--- src/rtl/decode_bundle_skid_queue_if.sv ---
// Decode-to-instruction-buffer bundle channel: offered bundle, flush and stall in; head bundle out.
// The queue side uses the slave modport; decode/buffer side uses master.
interface decode_bundle_skid_queue_if #(
    parameter int FETCH_WIDTH = 4,
    parameter int PKT_W       = 64
);
    localparam int NSLOT = 2 * FETCH_WIDTH;
    localparam int CNT_W = $clog2(NSLOT) + 1;

    logic                     flush_i;
    logic                     bundle_valid_i;
    logic [NSLOT-1:0]         bundle_vector_i;
    logic [NSLOT*PKT_W-1:0]   bundle_packets_i;
    logic                     bundle_ready_o;
    logic                     stall_fetch_i;
    logic                     decode_ready_o;
    logic [NSLOT-1:0]         decoded_vector_o;
    logic [NSLOT*PKT_W-1:0]   decoded_packets_o;
    logic [CNT_W-1:0]         head_inst_count_o;
    logic [1:0]               occupancy_o;

    modport master (
        output flush_i, bundle_valid_i, bundle_vector_i, bundle_packets_i, stall_fetch_i,
        input  bundle_ready_o, decode_ready_o, decoded_vector_o, decoded_packets_o,
               head_inst_count_o, occupancy_o
    );

    modport slave (
        input  flush_i, bundle_valid_i, bundle_vector_i, bundle_packets_i, stall_fetch_i,
        output bundle_ready_o, decode_ready_o, decoded_vector_o, decoded_packets_o,
               head_inst_count_o, occupancy_o
    );
endinterface

--- src/rtl/decode_bundle_skid_queue.sv ---
// Two-entry FIFO of decoded bundles feeding the instruction buffer; a push shows on the outputs next cycle.
// Backpressure: bundle_ready_o drops when both entries are held; the head is held while stall_fetch_i is high.
module decode_bundle_skid_queue #(
    parameter int FETCH_WIDTH = 4,
    parameter int PKT_W       = 64,
    parameter int DEPTH_LOG   = 1
) (
    input logic                       clk,
    input logic                       reset,
    decode_bundle_skid_queue_if.slave bus
);
    localparam int NSLOT = 2 * FETCH_WIDTH;
    localparam int CNT_W = $clog2(NSLOT) + 1;
    localparam int DEPTH = 1 << DEPTH_LOG;

    typedef struct packed {
        logic [NSLOT-1:0]       vector;
        logic [NSLOT*PKT_W-1:0] packets;
    } bundle_t;

    bundle_t              entry [DEPTH];
    logic [DEPTH_LOG-1:0] rdPtr;
    logic [DEPTH_LOG-1:0] wrPtr;
    logic [1:0]           occCount;
    logic                 notEmpty;
    logic                 canAccept;
    logic                 pushEn;
    logic                 popEn;
    bundle_t              headBundle;
    logic [CNT_W-1:0]     headCount;

    assign notEmpty  = (occCount != 2'd0);
    assign canAccept = (occCount < 2'(DEPTH));
    // An all-zero bundle completes the handshake but carries nothing worth storing.
    assign pushEn    = bus.bundle_valid_i & canAccept & (|bus.bundle_vector_i);
    assign popEn     = notEmpty & ~bus.stall_fetch_i;

    always_ff @(posedge clk) begin
        if (reset || bus.flush_i) begin
            rdPtr    <= '0;
            wrPtr    <= '0;
            occCount <= 2'd0;
        end else begin
            if (pushEn) begin
                wrPtr <= wrPtr + 1'b1;
            end
            if (popEn) begin
                rdPtr <= rdPtr + 1'b1;
            end
            case ({pushEn, popEn})
                2'b10:   occCount <= occCount + 2'd1;
                2'b01:   occCount <= occCount - 2'd1;
                default: occCount <= occCount;
            endcase
        end
    end

    always_ff @(posedge clk) begin
        if (pushEn) begin
            entry[wrPtr] <= '{vector: bus.bundle_vector_i, packets: bus.bundle_packets_i};
        end
    end

    // Head is gated to zero when empty so stale entries never leak to the buffer.
    assign headBundle = notEmpty ? entry[rdPtr] : '0;

    always_comb begin
        headCount = '0;
        for (int i = 0; i < NSLOT; i++) begin
            headCount = headCount + CNT_W'(headBundle.vector[i]);
        end
    end

    assign bus.bundle_ready_o    = canAccept;
    assign bus.decode_ready_o    = notEmpty;
    assign bus.decoded_vector_o  = headBundle.vector;
    assign bus.decoded_packets_o = headBundle.packets;
    assign bus.head_inst_count_o = headCount;
    assign bus.occupancy_o       = occCount;

    occBound: assert property (@(posedge clk) disable iff (reset) occCount <= 2'd2);

    headStableOnStall: assert property (@(posedge clk) disable iff (reset)
        (bus.decode_ready_o && bus.stall_fetch_i && !bus.flush_i)
        |=> ($stable(bus.decoded_vector_o) && $stable(bus.decoded_packets_o)));

    offerHeldWhenFull: assert property (@(posedge clk) disable iff (reset)
        (bus.bundle_valid_i && !bus.bundle_ready_o && !bus.flush_i) |=> bus.bundle_valid_i);
endmodule

--- src/flat_wrapper.sv ---
// flat-port wrapper written by rule: the top's interface ports become plain ports
module decode_bundle_skid_queue_flat 
#(
    parameter int FETCH_WIDTH = 4,
    parameter int PKT_W       = 64,
    parameter int DEPTH_LOG   = 1
)
  (clk, reset, bus_flush_i, bus_bundle_valid_i, bus_bundle_vector_i, bus_bundle_packets_i, bus_stall_fetch_i, bus_bundle_ready_o, bus_decode_ready_o, bus_decoded_vector_o, bus_decoded_packets_o, bus_head_inst_count_o, bus_occupancy_o);
  decode_bundle_skid_queue_if #(.FETCH_WIDTH(FETCH_WIDTH), .PKT_W(PKT_W)) bus_i ();
  input logic clk;
  input logic reset;
  input wire logic [$bits(bus_i.flush_i)-1:0] bus_flush_i;
  input wire logic [$bits(bus_i.bundle_valid_i)-1:0] bus_bundle_valid_i;
  input wire logic [$bits(bus_i.bundle_vector_i)-1:0] bus_bundle_vector_i;
  input wire logic [$bits(bus_i.bundle_packets_i)-1:0] bus_bundle_packets_i;
  input wire logic [$bits(bus_i.stall_fetch_i)-1:0] bus_stall_fetch_i;
  output wire logic [$bits(bus_i.bundle_ready_o)-1:0] bus_bundle_ready_o;
  output wire logic [$bits(bus_i.decode_ready_o)-1:0] bus_decode_ready_o;
  output wire logic [$bits(bus_i.decoded_vector_o)-1:0] bus_decoded_vector_o;
  output wire logic [$bits(bus_i.decoded_packets_o)-1:0] bus_decoded_packets_o;
  output wire logic [$bits(bus_i.head_inst_count_o)-1:0] bus_head_inst_count_o;
  output wire logic [$bits(bus_i.occupancy_o)-1:0] bus_occupancy_o;
  assign bus_i.flush_i = bus_flush_i;
  assign bus_i.bundle_valid_i = bus_bundle_valid_i;
  assign bus_i.bundle_vector_i = bus_bundle_vector_i;
  assign bus_i.bundle_packets_i = bus_bundle_packets_i;
  assign bus_i.stall_fetch_i = bus_stall_fetch_i;
  assign bus_bundle_ready_o = bus_i.bundle_ready_o;
  assign bus_decode_ready_o = bus_i.decode_ready_o;
  assign bus_decoded_vector_o = bus_i.decoded_vector_o;
  assign bus_decoded_packets_o = bus_i.decoded_packets_o;
  assign bus_head_inst_count_o = bus_i.head_inst_count_o;
  assign bus_occupancy_o = bus_i.occupancy_o;
  decode_bundle_skid_queue #(.FETCH_WIDTH(FETCH_WIDTH), .PKT_W(PKT_W), .DEPTH_LOG(DEPTH_LOG)) u_core (.clk(clk), .reset(reset), .bus(bus_i));
endmodule
--- config.mk ---
export PLATFORM = sky130hd
export DESIGN_NAME = decode_bundle_skid_queue_flat
export DESIGN_NICKNAME = d
export VERILOG_FILES = /design/src/rtl/decode_bundle_skid_queue_if.sv /design/src/rtl/decode_bundle_skid_queue.sv /design/src/flat_wrapper.sv
export SDC_FILE = /design/constraint.sdc
export NUM_CORES = 1
export LEC_CHECK = 0
export ABC_AREA = 1
export CELL_PAD_IN_SITES_DETAIL_PLACEMENT = 0
export CELL_PAD_IN_SITES_GLOBAL_PLACEMENT = 1
export CORE_AREA = 2 2 408 410
export CTS_CLUSTER_DIAMETER = 50
export DETAILED_ROUTE_END_ITERATION = 10
export DIE_AREA = 0 0 410 412
export PLACE_DENSITY = 0.59
export SLEW_MARGIN = 20
export SYNTH_ARGS = -nofsm -noshare
export SYNTH_HDL_FRONTEND = slang
export SYNTH_SLANG_ARGS = --single-unit
--- constraint.sdc ---
create_clock -name clk -period 29.7 [get_ports clk]
set_clock_uncertainty 0.1 [all_clocks]
set_input_delay 2.97 -clock clk [delete_from_list [all_inputs] [get_ports clk]]
set_output_delay 2.97 -clock clk [all_outputs]
set_load 0.01 [all_outputs]
==> metrics.txt, run 1 <==
status=finished, final reports clean; CP peak stage delay=0.77 ns; post-CTS setup buffers=0; slowest CP cell=buf_4; crit path capture=bus_decoded_packets_o[160]; Achievable Freq=approximately 110 MHz; Detailed Place HPWL=a little under 90 mm; syn_nets=around 3,400; Cell Area, Synth=39,840 µm²; Max Cap Viol=0; Worst Setup SP=u_core.bus.occupancy_o[0]; Pre-antenna DRT Iters=5; Leakage Power=19.07 nW; Yosys cell types=19; Starting DRT DRC Count=roughly 1,600; Ports=roughly 1,100; R2R Path Start=u_core.bus.occupancy_o[1]; FF-to-FF path depth=9; TritonCTS clock tree=built; # clock sinks=between 1,000 and 1,500; fin crit period=roughly 9.0 ns; CP Max Fanout=80; Slew Viols, Final=0; fraction of layout cells with a size suffix above 1=0.05595; die width=around 410 µm; vias per cell=around 4.2; row cnt=around 150; worst hold path class=reg -> reg; final setup TNS=0 ns; Die Area=168,900 µm²; worst skew pair latency=between 0.7 and 0.8 ns; Peak VDD IR=0.05723 mV; # setup viols final=0; PwrDens=about 63 nW/µm²; Worst Path Arrival=5.93 ns; top_reg_cell synth=edfxtp_1; initial antenna violation count=approximately 50; R2R Setup Slk=24.20 ns; period utilization=0.3030; Post-synth ARST share=0; number of flops mapped to enable cells by yosys=approximately 1,000; nature of the critical path endpoint=output port; Nets=~4,400; Design Power=approximately 3.5 mW; crit path launch type=flop; Setup CP Type=reg -> out; reg2reg end=u_core.entry[0][338]; Final Hold Violating Endpoints=0; area grow syn2layout=40.57%; largest area contributor in the netlist=edfxtp_1; drt drc=0; post-synth top area share=0.7839; Tot GR Track Use=0.1481; Slew HR=0.1297; FF+latch count, synth=approximately 1,000; syn avg cell area=between 10 and 15 µm²; measured slew at the worst slew-check pin=about 1.3 ns; CTS H-tree depth=4; hold_buf cts=0; post-CTS sizing=0; most frequent cell on the critical path=buf_4; routed length per placed instance=21.29 µm; RSZ-0062 raised after global routing=false; Post-synth top cells=edfxtp_1 (1,040), nand2_1 (1,040), a21oi_1 (517); Routed Antenna Nets=0; Root Driver=clkbuf_16; Final GP Congestion=0.8735; port bufs=~1,100; core area=164,200 µm²; total CTS buffers=approximately 130; die height=between 400 and 500 µm; Starting Density=0.2426; sequential cell area fraction in the yosys report=0.7864; CTS Buffer Depth=3; synth warn=0; first-pass GRT wire length=182.4 mm; Vias=26,210; CP cell instances=nor2_4, buf_4, buf_4, buf_4, buf_4, buf_4, a21oi_1, clkdlybuf4s50_1; Critical Path RT=roughly 27 ns; largest net degree at the start of global routing=between 200 and 250; Post-Route WL=132.0 mm; vias in the first global route=approximately 26,000; GRT overflow=0; Syn Inst Count=between 2,000 and 3,000; synth top area cells=edfxtp_1 (78%), nand2_1 (9.8%), a21oi_1 (6.5%); Clk pin slew, worst setup/hold paths=0.05 ns
==> report_power, final <==
part | internal (mW) | switching [mW]
clock network | 0.876 | 0.634
logic | 0.149 | 0.167
registers | 1.70 | 0.0153
total | 2.73 | 0.816
==> registers in the layout, summed over array words and instances, names as in the netlist, named ones only <==
| name | count |
|---|---|
| u_core.bus.occupancy_o | 2 |
| u_core.entry | 1040 |
| u_core.rdPtr | 1 |
| u_core.wrPtr | 1 |
==> layout make-up <==
type / count / area [µm²]
Clock inverter: 67 / 645.6
Fill cell: 16020 / 108200
Timing Repair Buffer: 1084 / 10830
Antenna cell: 24 / 60.06
Multi-Input combinational cell: 1605 / 6840
Inverter: 23 / 120.1
Tap cell: 2189 / 2739
Sequential cell: 1045 / 31330
Clock buffer: 162 / 3437
==> cell families after synthesis <==
family,count (synthesis),share of synthesized area
compound gates,521,0.06551
xor+xnor,1,0.0002199
fa+ha+maj,8,0.003266
buf+inv,195,0.04211
flops,1045,0.7864
simple gates,1075,0.1025
==> routing by layer <==
metal  global-route usage  part of all wire
met5                    0            0.0017
met4              0.05546             0.028
met3              0.05943             0.088
met2               0.2542              0.50
met1               0.1644              0.38
==> metrics by stage <==
| step | hold WS [ns] | worst slack, ns | util | cell area (µm²) | cells |
|---|---|---|---|---|---|
| global placement | 0.3312 | 20.83 | 0.3156 | 51830 | 5945 |
| finish | 0.3510 | 20.70 | 0.3410 | 56000 | 6199 |
| CTS | 0.3512 | 20.55 | 0.3406 | 55940 | 6175 |
| detailed placement | 0.3416 | 20.84 | 0.3158 | 51860 | 5946 |
| floorplan | 0.3315 | 3.290 | - | 39840 | 2845 |
| global route | 0.3851 | 20.22 | 0.3409 | 55980 | 6191 |
==> layout by cell type, fill, tap and decap left out, drive strengths merged <==
master and n:
a21oi 517, clkbuf 162, o21ai 3, nor2 27
nand3 1, clkdlybuf4s50 1052, diode 24, edfxtp 1040
bufinv 5, dfxtp 5, fa 4, clkinvlp 5
nand2 1040, xnor2 1, ha 4, nor3 6
a21boi 1, inv 37, buf 32, clkinv 43
or2 1
==> critical path, delay by kind of cell (launching register included) <==
| family | cells | cell delay [ns] |
|---|---|---|
| compound gates | 1 | 0.12 |
| flops | 1 | 0.37 |
| buf+inv | 6 | 3.89 |
| simple gates | 1 | 0.48 |
==> worst min-delay path by stage <==
stage                     cells after the start   end         start
after floorplan                               1  flop  u_core.rdPtr
after global placement                        1  flop  u_core.rdPtr
after detailed placement                      1  flop  u_core.rdPtr
after CTS                                     1  flop  u_core.rdPtr
after global routing                          1  flop  u_core.rdPtr
final                                         1  flop  u_core.rdPtr
No activity file was read; power rests on OpenSTA's default activity.
==> inputs of run 2 (changes only) <==
- CORE_AREA: 2 2 408 410 -> 2 2 406 408
- DIE_AREA: 0 0 410 412 -> 0 0 408 410
- PLACE_DENSITY: 0.59 -> 0.61
- clock period: 29.7 -> 7.94 ns (I/O delays scaled with it)
==> metrics.txt, run 2 (synthesis results as in run 1) <==
Largest register FFs=between 1,000 and 1,500; total CTS buffers=between 100 and 150; fin crit period=6.377 ns; CTS Buffer Depth=3; Top reg by flops=u_core.entry; delay-heaviest family, CP=adder cells; core area=~160,000 µm²; # setup viols final=0; final non-filler cell total=between 6,000 and 7,000; hold_buf cts=0; Root Driver=clkbuf_16; Max Cap Viol=0; vias in the first global route=between 20,000 and 30,000; fillers=16,050; Nets=between 4,000 and 5,000; Setup CP Type=reg -> out; status=finished, final reports clean; Starting DRT DRC Count=approximately 1,600; # clock sinks=about 1,000; Slew HR=0.2130; RSZ-0062 raised after global routing=false; most frequent cell on the critical path=fa_1; CTS H-tree depth=4; Clk pin slew, worst setup/hold paths=approximately 0.05 ns; row cnt=roughly 150; TritonCTS clock tree=built; Vias=approximately 26,000; Routed Antenna Nets=0; most common cell after layout, fill and taps aside=clkdlybuf4s50_1; CP peak stage delay=approximately 0.9 ns; routed length per placed instance=~22 µm; final setup TNS=0 ns; Critical Path RT=a little over 7 ns; largest net degree at the start of global routing=approximately 220; Detailed Place HPWL=about 91 mm; first-pass GRT wire length=between 150 and 200 mm; period utilization=0.8031; Worst Path Arrival=5.48 ns; initial antenna violation count=~70; Peak VDD IR=a little under 0.2 mV; Slew Viols, Final=0; Final GP Congestion=around 0.8; slowest CP cell=dfxtp_4; area grow syn2layout=41.92%; Die Area=approximately 170,000 µm²; Pre-antenna DRT Iters=5; nature of the critical path endpoint=output port; port bufs=~1,100; most frequent cells in the layout=clkdlybuf4s50_1 (1,052), nand2_1 (1,040), edfxtp_1 (1,040); Starting Density=0.2437; Final Hold Violating Endpoints=0; Buf/Inv on CP=3; Achievable Freq=156.8 MHz; worst skew pair latency=around 0.75 ns; post-CTS sizing=0; Tot GR Track Use=0.1550; post-CTS setup buffers=0; die height=~400 µm; Ports=about 1,100; fraction of layout cells with a size suffix above 1=0.06155; Post-Route WL=roughly 140 mm; Leakage Power=about 19 nW; crit path launch type=flop; die width=~400 µm; CP Max Fanout=between 200 and 250; placed insts=5,942; CP cell instances=clkinv_16, nand2_1, a21oi_1, ha_1, inv_1, fa_1, fa_1, fa_1, fa_1, xnor2_1, clkdlybuf4s50_1; measured slew at the worst slew-check pin=about 1.2 ns; GRT overflow=0; drt drc=0; PwrDens=243.7 nW/µm²; vias per cell=around 4.2; worst hold path class=reg -> reg
==> run 2: layout make-up <==
type / instances / area [µm²] / area share
flip-flops and latches: 1045 / 31330 / 0.5542
well taps: 2189 / 2739 / 0.04844
inverters: 23 / 116.4 / 0.002058
repair buffers: 1080 / 10880 / 0.1924
clock inverters: 92 / 1147 / 0.02029
clock buffers: 152 / 3421 / 0.06050
diodes: 19 / 47.55 / 0.0008409
multi-input cells: 1605 / 6860 / 0.1213
==> run 2: path summary, 6_finish.rpt <==
path | slack, ns | cells after the start | to | start
min | 0.35 | 1 | flop | u_core.rdPtr
min reg2reg | 0.35 | 1 | flop | u_core.rdPtr
max reg2reg | 4.84 | 7 | u_core.entry[1][408] | u_core.bus.occupancy_o[1]
max | 1.56 | 11 | bus_head_inst_count_o[2] | flop
==> run 2: worst reg2reg max path: cells and delay by family, from the launching register on <==
kind | cells | cell delay (ns)
buf+inv | 5 | 2.03
simple gates | 2 | 0.20
flops | 1 | 0.34
==> run 2: metrics by stage <==
step	instance area [µm²]	util	total power [mW]	hold slack, ns	setup slack [ns]
floorplan	39870	-	7.056	0.3315	-1.464
global placement	51930	0.3176	7.733	0.3352	2.030
detailed placement	51930	0.3176	7.749	0.3398	2.062
CTS	56500	0.3455	13.97	0.3480	1.259
global route	56530	0.3457	14.26	0.3913	1.226
finish	56540	0.3458	13.78	0.3511	1.563
==> run 2: metal layers <==
layer / track usage / vias up / part of all wire
met5: 0 / - / 0.0038
met4: 0.07937 / 86 / 0.047
met3: 0.07494 / 301 / 0.10
met2: 0.2579 / 892 / 0.49
met1: 0.1622 / 12760 / 0.35
li1: - / 12200 / -
==> run 2: report_power, final <==
| group | internal (mW) | total, mW | leakage, nW | switching, mW |
|---|---|---|---|---|
| Clock | 3.68 | 6.16 | 2.21 | 2.48 |
| Combinational | 0.561 | 1.19 | 7.31 | 0.632 |
| Sequential | 6.37 | 6.42 | 9.79 | 0.0565 |
==> inputs of run 3 (changes only) <==
- CORE_AREA: 2 2 406 408 -> 2 2 408 410
- DIE_AREA: 0 0 408 410 -> 0 0 410 412
- PLACE_DENSITY: 0.61 -> 0.59
- clock period: 7.94 -> 6.2 ns (I/O delays scaled with it)
==> metrics.txt, run 3 (synthesis results as in run 1) <==
status=finished, final reports clean; hold depth=1; delay-heaviest family, CP=adder cells; DP Worst Slack=~1.5 ns; Final Hold Violating Endpoints=0; Vias=26,460; CTS Buffer Depth=3; crit path launch type=flop; initial antenna violation count=59; Switching Share=0.2323; RSZ-0062 raised after global routing=false; Clk pwr share=0.438; vias in the first global route=about 26,000; reg2reg end=u_core.entry[1][67]; CP Max Fanout=~50; CP peak stage delay=between 0.5 and 0.6 ns; CTS H-tree depth=4; DR WL met3=around 13 mm; Clk pin slew, worst setup/hold paths=~0.06 ns; total CTS buffers=134; Starting Density=0.2426; M1 wire length=approximately 50 mm; post-CTS sizing=0; Nets=around 4,400; placed insts=roughly 6,000; slowest CP cell=fa_1; routed length per placed instance=roughly 22 µm; TritonCTS clock tree=built; CP cell instances=buf_4, nor2_1, nor3_2, inv_1, fa_1, fa_1, fa_1, fa_1, xnor2_1, clkdlybuf4s50_1; GRT overflow=0; post-CTS setup buffers=0; Largest register FFs=1,040; Design Power=17.37 mW; nature of the critical path endpoint=output port; fin crit period=around 5.4 ns; Detailed Place HPWL=94.56 mm; largest net degree at the start of global routing=approximately 170; hold_buf cts=0; Routed Antenna Nets=0; Ports=between 1,000 and 1,500; Setup CP Type=reg -> out; Starting DRT DRC Count=1,876; die height=~410 µm; measured slew at the worst slew-check pin=around 1.2 ns; P_int=13.34 mW; port bufs=~1,100; switching power=4.036 mW; R2R Path Start=u_core.bus.occupancy_o[1]; first-pass GRT wire length=roughly 190 mm; hold path endpoint=u_core.entry[1][208]; Area after DPL=52,050 µm²; post-route cell area=roughly 56,000 µm²; period utilization=0.8772; Top reg by flops=u_core.entry; Leakage Power=around 19 nW; area grow syn2layout=41.71%; final non-filler cell total=roughly 6,200; hold path start=bus_bundle_packets_i[208]; # setup viols final=0; Achievable Freq=around 180 MHz; Root Driver=clkbuf_16; Slew HR=0.2109; Peak VDD IR=between 0.2 and 0.25 mV; most common cell after layout, fill and taps aside=clkdlybuf4s50_1; row cnt=about 150; Top Layer Used=met5; core area=164,200 µm²; FF-to-FF path depth=7; final setup TNS=0 ns; vias per cell=between 4 and 5; drt drc=0; # clock sinks=1,045; Gate power share=0.089; most frequent cells in the layout=clkdlybuf4s50_1 (1,052), nand2_1 (1,040), edfxtp_1 (1,040); most frequent cell on the critical path=fa_1; Tot GR Track Use=0.1564; fraction of layout cells with a size suffix above 1=0.06469; Post-Route WL=138.6 mm; Worst Path Arrival=4.72 ns; Buf/Inv on CP=3; die width=410 µm; Final Core Density=0.3438; CP Depth=10; Die Area=around 170,000 µm²; Max Cap Viol=0; worst hold path class=in -> reg; R2R Setup Slk=about 3.2 ns; Critical Path RT=approximately 5.5 ns; PwrDens=307.7 nW/µm²; worst skew pair latency=0.70 ns; met2 WL=70.24 mm; Pre-antenna DRT Iters=5; hold slack=between 0.3 and 0.4 ns; Final GP Congestion=between 0.8 and 0.9; Sequential Power Share=0.473; Worst Slack Setup Final=roughly 0.76 ns; Slew Viols, Final=0
run 3: cell type report:
| type | count | area, µm² |
|---|---|---|
| multi-input combinational | 1605 | 6860 |
| clock inverter | 80 | 927.1 |
| antenna | 21 | 52.55 |
| fill | 16130 | 107800 |
| tap | 2189 | 2739 |
| clock buffer | 155 | 3432 |
| sequential | 1045 | 31330 |
| timing repair buffer | 1096 | 11000 |
| inverter | 23 | 116.4 |
run 3: how the worst max path moves through the flow:
stage | from | endpoint | slack, ns
floorplan | bus_bundle_vector_i[5] | u_core.entry[1][0] | -3.03
global placement | flop | bus_head_inst_count_o[2] | 1.40
detailed placement | flop | bus_head_inst_count_o[2] | 1.45
CTS | flop | bus_head_inst_count_o[2] | 0.64
global route | flop | bus_head_inst_count_o[2] | 0.47
finish | flop | bus_head_inst_count_o[2] | 0.76
run 3: power by group through the flow:
stage	Sequential, mW	Combinational (mW)	Clock (mW)
after global placement	8.36	1.56	0
after floorplan	8.45	0.591	0
after global routing	8.25	1.66	8.07
final	8.23	1.55	7.60
after detailed placement	8.37	1.57	0
after CTS	8.22	1.58	7.82
run 3: layer usage:
layer | vias up | GRT usage
met5 | - | 0
met4 | 62 | 0.06313
met3 | 280 | 0.06969
met2 | 976 | 0.2703
met1 | 12900 | 0.1659
li1 | 12240 | -
